==> config.mk <==
export PLATFORM = sky130hd
export DESIGN_NAME = rng_share_arbiter
export DESIGN_NICKNAME = d
export VERILOG_FILES = /design/src/rtl/rng_share_arbiter.sv
export SDC_FILE = /design/constraint.sdc
export NUM_CORES = 1
export LEC_CHECK = 0
export BUFFER_PORTS_ARGS = -buffer_cell sky130_fd_sc_hd__buf_2
export CORE_UTILIZATION = 47
export CTS_CLUSTER_SIZE = 14
export DETAILED_ROUTE_END_ITERATION = 16
export PLACE_DENSITY = 0.89
export SETUP_SLACK_MARGIN = 0.02
export SLEW_MARGIN = 20
export SYNTH_ARGS = -nofsm -noshare
export SYNTH_HDL_FRONTEND = slang
export SYNTH_SLANG_ARGS = --single-unit
==> constraint.sdc <==
create_clock -name clk -period 1.9 [get_ports clk]
set_input_delay 0.19 -clock clk [delete_from_list [all_inputs] [get_ports clk]]
set_output_delay 0.19 -clock clk [all_outputs]
set_load 0.005 [all_outputs]
==> src/rtl/rng_share_arbiter.sv <==
// Round-robin arbiter sharing one LFSR RNG among NUM_REQ requesters.
// Also owns seeding: seed load, warmup discard shifts, then grant service.
module rng_share_arbiter #(
   parameter int unsigned NUM_REQ       = 4,
   parameter int unsigned IDX_W         = 2,
   parameter int unsigned WARMUP_CYCLES = 4
) (
   input  logic               clk,
   input  logic               rst_n,
   input  logic [NUM_REQ-1:0] req,
   output logic [NUM_REQ-1:0] gnt,
   output logic               rand_valid,
   output logic [31:0]        rand_data,
   output logic [IDX_W-1:0]   rand_id,
   input  logic [31:0]        cfg_seed,
   input  logic               cfg_seed_wr,
   output logic               cfg_busy,
   output logic               rng_enable,
   output logic               rng_seed_load,
   output logic [31:0]        rng_seed,
   input  logic [31:0]        rng_random
);

   localparam int unsigned CNT_W = (WARMUP_CYCLES < 2) ? 1 : $clog2(WARMUP_CYCLES + 1);
   localparam logic [CNT_W-1:0] WARM_INIT = CNT_W'(WARMUP_CYCLES);

   typedef enum logic [1:0] {
      S_SEED,
      S_WARM,
      S_RUN
   } state_t;

   localparam state_t RST_STATE = (WARMUP_CYCLES == 0) ? S_RUN : S_WARM;

   state_t             state, state_nxt;
   logic [CNT_W-1:0]   cnt, cnt_nxt;
   logic [IDX_W-1:0]   rr, rr_nxt, pick, idx;
   logic [NUM_REQ-1:0] elig;
   logic               found;
   logic               grant;

   // A requester still holding req during its own gnt cycle is skipped.
   always_comb begin
      elig  = req & ~gnt;
      found = 1'b0;
      pick  = '0;
      idx   = '0;
      for (int unsigned k = 0; k < NUM_REQ; k++) begin
         idx = IDX_W'((32'(rr) + k) % NUM_REQ);
         if (!found && elig[idx]) begin
            found = 1'b1;
            pick  = idx;
         end
      end
      rr_nxt = (pick == IDX_W'(NUM_REQ - 1)) ? '0 : pick + 1'b1;
   end

   always_comb begin
      state_nxt     = state;
      cnt_nxt       = cnt;
      rng_enable    = 1'b0;
      rng_seed_load = 1'b0;
      cfg_busy      = 1'b0;
      grant         = 1'b0;
      case (state)
         S_SEED: begin
            rng_seed_load = 1'b1;
            cfg_busy      = 1'b1;
            if (WARMUP_CYCLES == 0) begin
               state_nxt = S_RUN;
            end else begin
               state_nxt = S_WARM;
               cnt_nxt   = WARM_INIT;
            end
         end
         S_WARM: begin
            rng_enable = 1'b1;
            cfg_busy   = 1'b1;
            cnt_nxt    = cnt - 1'b1;
            if (cnt <= CNT_W'(1)) state_nxt = S_RUN;
         end
         S_RUN: begin
            if (found && !cfg_seed_wr) begin
               grant      = 1'b1;
               rng_enable = 1'b1;
            end
         end
         default: state_nxt = RST_STATE;
      endcase
      if (cfg_seed_wr) state_nxt = S_SEED;
      // Strobes to the rng stay quiet for the whole reset assertion.
      if (!rst_n) begin
         rng_enable    = 1'b0;
         rng_seed_load = 1'b0;
      end
   end

   always_ff @(posedge clk or negedge rst_n) begin
      if (!rst_n) begin
         state      <= RST_STATE;
         cnt        <= WARM_INIT;
         rr         <= '0;
         gnt        <= '0;
         rand_valid <= 1'b0;
         rand_data  <= '0;
         rand_id    <= '0;
         rng_seed   <= '0;
      end else begin
         state      <= state_nxt;
         cnt        <= cnt_nxt;
         gnt        <= '0;
         rand_valid <= grant;
         if (cfg_seed_wr) rng_seed <= cfg_seed;
         if (grant) begin
            gnt[pick] <= 1'b1;
            rand_id   <= pick;
            rand_data <= rng_random;
            rr        <= rr_nxt;
         end
      end
   end

endmodule
Word-level counts from Yosys, hierarchy flattened

Index checks and enable logic that the tools add are counted.

Add/sub/neg operators: 5
Order comparisons: 7
Equal/unequal tests: 5
Muxes and demuxes: 31
Bitwise logic cells: 2
Reductions and logical operators: 13

Operators with widths:

| cell                  | count |
|---|---|
| $lt A2 B3 Y1 const B  | 5 |
| $mux W1               | 15 |
| $mux W2               | 7 |
| $bmux W1 S2           | 4 |
| $pmux W3 S2           | 1 |
| $logic_and A1 B1 Y1   | 5 |
| $add A2 B1 Y2 const B | 2 |
| $add A2 B2 Y2 const B | 2 |
| $and A4 B4 Y4         | 1 |
| $eq A2 B2 Y1 const B  | 2 |
| $logic_not A1 Y1      | 4 |
| $mux W4               | 1 |
| $not A4 Y4            | 1 |
| $pmux W2 S2           | 1 |
| $le A3 B1 Y1 const B  | 1 |
| $ne A3 B3 Y1 const B  | 1 |
| $sub A3 B1 Y3 const B | 1 |
| $demux W1 S2          | 1 |
| $eq A2 B1 Y1 const B  | 1 |
| $ge A2 B1 Y1 const B  | 1 |
| $logic_not A2 Y1      | 1 |
| $ne A2 B2 Y1 const B  | 1 |
| $pmux W1 S2           | 1 |
| $reduce_and A2 Y1     | 1 |
| 2 further kinds       | 2 |

Flip-flop bits (word level): 78
Input bits: 71
Output and inout port bits: 74

Longest topological paths before layout

Word-level depth: 19
Gate-level depth with buffers: 6
Gate-level depth less buffers: 6

Worst setup path after synthesis

OpenSTA, ideal clock, no wires.

Path type: register to register
Start point: register gnt[2]
End point: register rand_data[0]
Setup time: 0.125 ns
Data arrival time: 1.525 ns
Required time: 1.775 ns
Setup slack: 0.250 ns
Cell stages (with the launch flop): 6
Buffers on the path: 1
Clock period less this slack: 1.650 ns
Path through: dfrtp_1 > nor2b_2 > nor4_4 > nor3b_4 > buf_8 > mux2_4

Word-level cells in the longest chain between the ends: 17
Elaborated cells on any way between the ends: 23
Classes of those cells: mux (14); bitwise (2); reduce/logical (7)

RTL lines:

| what                            | line | RTL |
|---|---|---|
| start, declared                 | 11   | `output logic [NUM_REQ-1:0] gnt,` |
| start signal, assigned          | 103  | `gnt <= '0;` |
| start signal, assigned          | 111  | `gnt <= '0;` |
| start signal, assigned by index | 115  | `gnt[pick] <= 1'b1;` |
| $not A4 Y4 (*)                  | 44   | `elig = req & ~gnt;` |
| $and A4 B4 Y4 (*)               | 44   |  |
| $bmux W1 S2                     | 50   | `if (!found && elig[idx]) begin` |
| $mux W1 (implied by the code)   | 50   |  |
| $mux W1                         | 50   |  |
| $logic_not A1 Y1                | 50   |  |
| $logic_and A1 B1 Y1             | 50   |  |
| $mux W1                         | 50   |  |
| $logic_not A1 Y1                | 50   |  |
| $logic_and A1 B1 Y1             | 50   |  |
| $mux W1                         | 50   |  |
| $logic_not A1 Y1                | 50   |  |
| $logic_and A1 B1 Y1             | 50   |  |
| $mux W1 (*)                     | 50   |  |
| $logic_and A1 B1 Y1 (*)         | 83   | `if (found && !cfg_seed_wr) begin` |
| $mux W1 (*)                     | 83   |  |
| $mux W1 (*)                     | 65   | `case (state)` |
| end signal, assigned            | 117  | `rand_data <= rng_random;` |
| end, declared                   | 13   | `output logic [31:0] rand_data,` |

Mark *: on every way between the ends. The rest lies on a longest branch, timed or not. The select of a mux whose other input is x is not followed.
A chain may end at the register's enable or synchronous reset.

Final worst setup path

Start point: register gnt[1]
End point: register rr[1]

Elaborated cells on any way between the ends: 30
Classes of those cells: add/sub (1); eq/ne (1); mux (19); bitwise (2); reduce/logical (7)

RTL lines:

| what                                          | line | RTL |
|---|---|---|
| $not A4 Y4 (*)                                | 44   |  |
| $and A4 B4 Y4 (*)                             | 44   |  |
| $bmux W1 S2                                   | 50   |  |
| $mux W1 (implied by the code)                 | 50   |  |
| $mux W1                                       | 50   |  |
| $logic_not A1 Y1                              | 50   |  |
| $logic_and A1 B1 Y1                           | 50   |  |
| $mux W1                                       | 50   |  |
| [... 2 more ...]                              | --   |  |
| $mux W1                                       | 50   |  |
| $logic_not A1 Y1                              | 50   |  |
| $logic_and A1 B1 Y1                           | 50   |  |
| $mux W2 (*)                                   | 50   |  |
| net pick[0]                                   | 37   | `logic [IDX_W-1:0] rr, rr_nxt, pick, idx;` |
| $add A2 B1 Y2 or $eq A2 B2 Y1 (tied branches) | 55   | `rr_nxt = (pick == IDX_W'(NUM_REQ - 1)) ? '0 : pick + 1'b1;` |
| $mux W2 (*)                                   | 55   |  |
| net rr_nxt[1]                                 | 37   |  |
| end signal, assigned                          | 118  | `rr <= rr_nxt;` |
| end, declared                                 | 37   |  |

The timed path passes the listed nets; every way through them passes the cells marked *. The select of a mux whose other input is x is not followed.

==> impl_metrics.xml <==
<?xml version="1.0" encoding="UTF-8"?>
<metrics>
  <group name="layout">
    <metric name="post_layout_instance_area" unit="um^2">4440</metric>
    <metric name="drive_above_1_share" unit="%">66.7</metric>
    <metric name="multi_input_combinational_cell_area" unit="um^2">1290</metric>
    <metric name="n_fill_cell" unit="">532</metric>
    <metric name="antenna_cells" unit="">0</metric>
    <metric name="layout.area.seq" unit="um^2">1950</metric>
    <metric name="nets" unit="">449</metric>
    <metric name="final_cell_count_no_fill" unit="">468</metric>
    <metric name="flow.area_growth_from_synthesis" unit="%">32.9</metric>
  </group>
  <group name="synth">
    <metric name="number_of_warning_messages_in_the_yosys_log" unit="">0</metric>
    <metric name="synth_cells" unit="">209</metric>
    <metric name="share_of_the_yosys_chip_area_belonging_to_registers" unit="%">58.6</metric>
    <metric name="yosys-top-cells-count" unit="">dfrtp_1 (76), mux2_2 (34), mux2_4 (32)</metric>
    <metric name="postSynth.asyncResetShare" unit="%">100</metric>
    <metric name="yosysMostFrequentCell" unit="">dfrtp_1</metric>
    <metric name="synthFlopType" unit="">dfrtp_1</metric>
    <metric name="syn-mean-instance-area" unit="um^2">16.0</metric>
    <metric name="post_synth_instance_area" unit="um^2">3340</metric>
    <metric name="synthesis.nets" unit="">289</metric>
    <metric name="synth_top_area_share" unit="%">57.0</metric>
    <metric name="synth_enable_flop_cells" unit="">0</metric>
    <metric name="synth_top_cell_by_area" unit="">dfrtp_1</metric>
    <metric name="yosys_register_bits" unit="">78</metric>
    <metric name="synth.area.top_cells" unit="">dfrtp_1 (57%), mux2_4 (14%), mux2_2 (11%), ha_1 (3.4%), dfstp_2 (1.6%)</metric>
    <metric name="yosysUniqueCellTypes" unit="">34</metric>
  </group>
  <group name="clock_network">
    <metric name="clk_pin_slew" unit="ps">80</metric>
    <metric name="clock_sink_count" unit="">78</metric>
    <metric name="clk_root_buffer_cell" unit="">clkbuf_8</metric>
    <metric name="clock_path_buffers" unit="">2</metric>
    <metric name="htree_levels" unit="">3</metric>
    <metric name="worst_skew_pair.late_latency" unit="ps">340</metric>
    <metric name="numCtsBuffers" unit="">9</metric>
    <metric name="tritoncts_clock_tree" unit="">built</metric>
  </group>
  <group name="sta">
    <metric name="max_slew.worst_pin.slew" unit="ps">553</metric>
    <metric name="fin_skew" unit="ps">9.77</metric>
    <metric name="timing.final.setup_violations" unit="">0</metric>
    <metric name="worst_slew_margin_rel" unit="%">63.1</metric>
    <metric name="unrepaired_setup_endpoints_after_global_routing" unit="">yes</metric>
    <metric name="report.final.slew_viol_count" unit="">0</metric>
    <metric name="hold-worst-slack" unit="ps">74.7</metric>
    <metric name="fmax" unit="GHz">0.529</metric>
    <metric name="final_hold_viol_count" unit="">0</metric>
    <metric name="finalWorstPathRequiredPeriod" unit="ps">1890</metric>
    <metric name="timing.final.crit_share" unit="%">99.5</metric>
    <metric name="post-route-worst-setup-slack" unit="ps">8.60</metric>
  </group>
  <group name="job">
    <metric name="drv_cap" unit="">0</metric>
  </group>
  <group name="drt">
    <metric name="post_drt_wl_per_cell" unit="um">15.1</metric>
    <metric name="final_antenna_net_count" unit="">0</metric>
    <metric name="detail_route.iter0.violations" unit="">62</metric>
    <metric name="drt_first_pass_iters" unit="">4</metric>
    <metric name="routed_wirelength" unit="mm">7.05</metric>
    <metric name="detail_route.drc_violations" unit="">0</metric>
    <metric name="detailroute.via_count" unit="">2278</metric>
    <metric name="vias_per_cell" unit="">4.87</metric>
  </group>
  <group name="power_and_ir_drop">
    <metric name="power.static_leakage" unit="uW">0.00230</metric>
    <metric name="power_total" unit="uW">4950</metric>
    <metric name="max-vdd-ir-drop" unit="uV">504</metric>
    <metric name="cellPowerDensity" unit="nW/um^2">1120</metric>
  </group>
  <group name="hold_path">
    <metric name="min_path_type" unit="">input port to flop</metric>
  </group>
  <group name="worst_setup_path">
    <metric name="worst-endpoint-arrival" unit="ps">2110</metric>
    <metric name="cp.required" unit="ps">2120</metric>
    <metric name="setup.worst_path.class" unit="">flop to flop</metric>
    <metric name="startpoint_type" unit="">flop</metric>
    <metric name="worst_path_max_fanout" unit="">3</metric>
    <metric name="critical_path.endpoint_type" unit="">flop</metric>
  </group>
  <group name="floorplanning">
    <metric name="die_y" unit="um">86.3</metric>
    <metric name="core_area" unit="um^2">6830</metric>
    <metric name="die_area" unit="um^2">7440</metric>
    <metric name="floorplan.rows" unit="">30</metric>
    <metric name="fp.dieW" unit="um">86.3</metric>
    <metric name="num_io_pins" unit="">145</metric>
    <metric name="start_util" unit="%">48.8</metric>
  </group>
  <group name="global_routing">
    <metric name="globalRouteOverflowTotal" unit="">0</metric>
    <metric name="all_layer_global_routing_usage" unit="%">19.2</metric>
    <metric name="grt_first_pass_wirelength" unit="mm">11.0</metric>
    <metric name="antenna_violations_before_repair" unit="">0</metric>
    <metric name="vias_in_the_first_global_route" unit="">2251</metric>
    <metric name="grt_start_max_net_pins" unit="">46</metric>
  </group>
  <group name="placement">
    <metric name="placement.io_buffers" unit="">144</metric>
    <metric name="gp_routability_congestion" unit="">0.753</metric>
    <metric name="placed_cell_count" unit="">447</metric>
    <metric name="detailed_place_hpwl" unit="mm">4.94</metric>
    <metric name="post_place_instance_area" unit="um^2">4180</metric>
    <metric name="pre_cts_slack" unit="ps">82.5</metric>
  </group>
  <group name="outcome">
    <metric name="outcome" unit="">completed</metric>
  </group>
</metrics>
## state kept, by name (all words and copies together), names as in the netlist
| signal | count |
|---|---|
| rand_valid | 1 |
| rr | 2 |
| state | 2 |
| gnt | 4 |
| cnt | 3 |
| rng_seed | 32 |
| rand_data | 32 |
| rand_id | 2 |
## timing repair
| item | CTS | global route |
|---|---|---|
| hold endpoints to repair | 76 | 0 |
| setup endpoints to repair | 1 | 31 |
| cloned | 1 | 0 |
| pin swaps | 0 | 4 |
| gates resized for setup | 2 | 1 |
| hold buffers | 1 | 0 |
| setup buffers | 3 | 3 |
## path summary, 6_finish.rpt
path	startpoint	to	slack [ps]	cells after the start
worst min-delay path	rng_random[1]	rand_data[1]	70	2
worst min register to register	rng_seed[27]	rng_seed[27]	500	1
worst max register to register	gnt[1]	rr[1]	9	6
max in group asynchronous	rst_n	rand_data[21]	980	3
min in group asynchronous	rst_n	cnt[0]	470	3
worst max-delay path	gnt[1]	rr[1]	9	6
## layout by cell type (no fill, tap or decap), types with 5 or more instances in the layout
cell type	instances
mux2_2	34
inv_1	8
ha_1	8
and2_1	5
buf_2	143
nor2_1	5
dfrtp_1	76
buf_4	11
clkbuf_8	9
mux2_4	32
## per-stage QoR
step / TNS [ps] / utilization, %
3_3_place_gp: 0 / 61.2
5_1_grt: -30.5 / 64.9
4_1_cts: -35.8 / 64.8
3_5_place_dp: 0 / 61.2
6_report: 0 / 64.9
2_1_floorplan: 0 / -
## area by class of cell
class                           count  area share [%]
Inverter                            8           0.677
Clock buffer                        9            2.79
Multi-Input combinational cell    115            29.2
Tap cell                           96            2.71
Sequential cell                    78            44.1
Timing Repair Buffer              157            19.4
Clock inverter                      5            1.18
## metal layers
metal  global-route usage (%)  vias to the layer above  share of wire (%)  wire, um
met1                     24.5                     1100                 43      3050
met5                        0                        -                  0         0
met4                     7.88                        0                1.9       133
met3                     5.43                       14                8.8       624
li1                         -                     1042                  -         -
met2                     31.0                      122                 46      3240
## cells by family after synthesis
kind of cell	synth area share (%)
buffers and inverters	3.07
DFF	58.6
AOI/OAI and AO/OA	2.66
and+or+nand+nor	5.59
xor gates and xnor gates	0.263
muxes	26.5
adders and majority gates	3.37
## critical path, stage by stage, from the launching register on
cell and delay (ps):
dfrtp_1 410, nand2b_1 200, a22oi_1 250, o211ai_1 190
nor2_1 210, ha_1 260, mux2_4 250
## where the power goes
part           switching [uW]  internal [uW]  leakage [uW]
Clock                     582            586     0.0000907
Sequential                255           2080      0.000966
Combinational             551            904       0.00124
Total                    1390           3570       0.00230
Note: power is estimated with default switching activity, not from simulation.
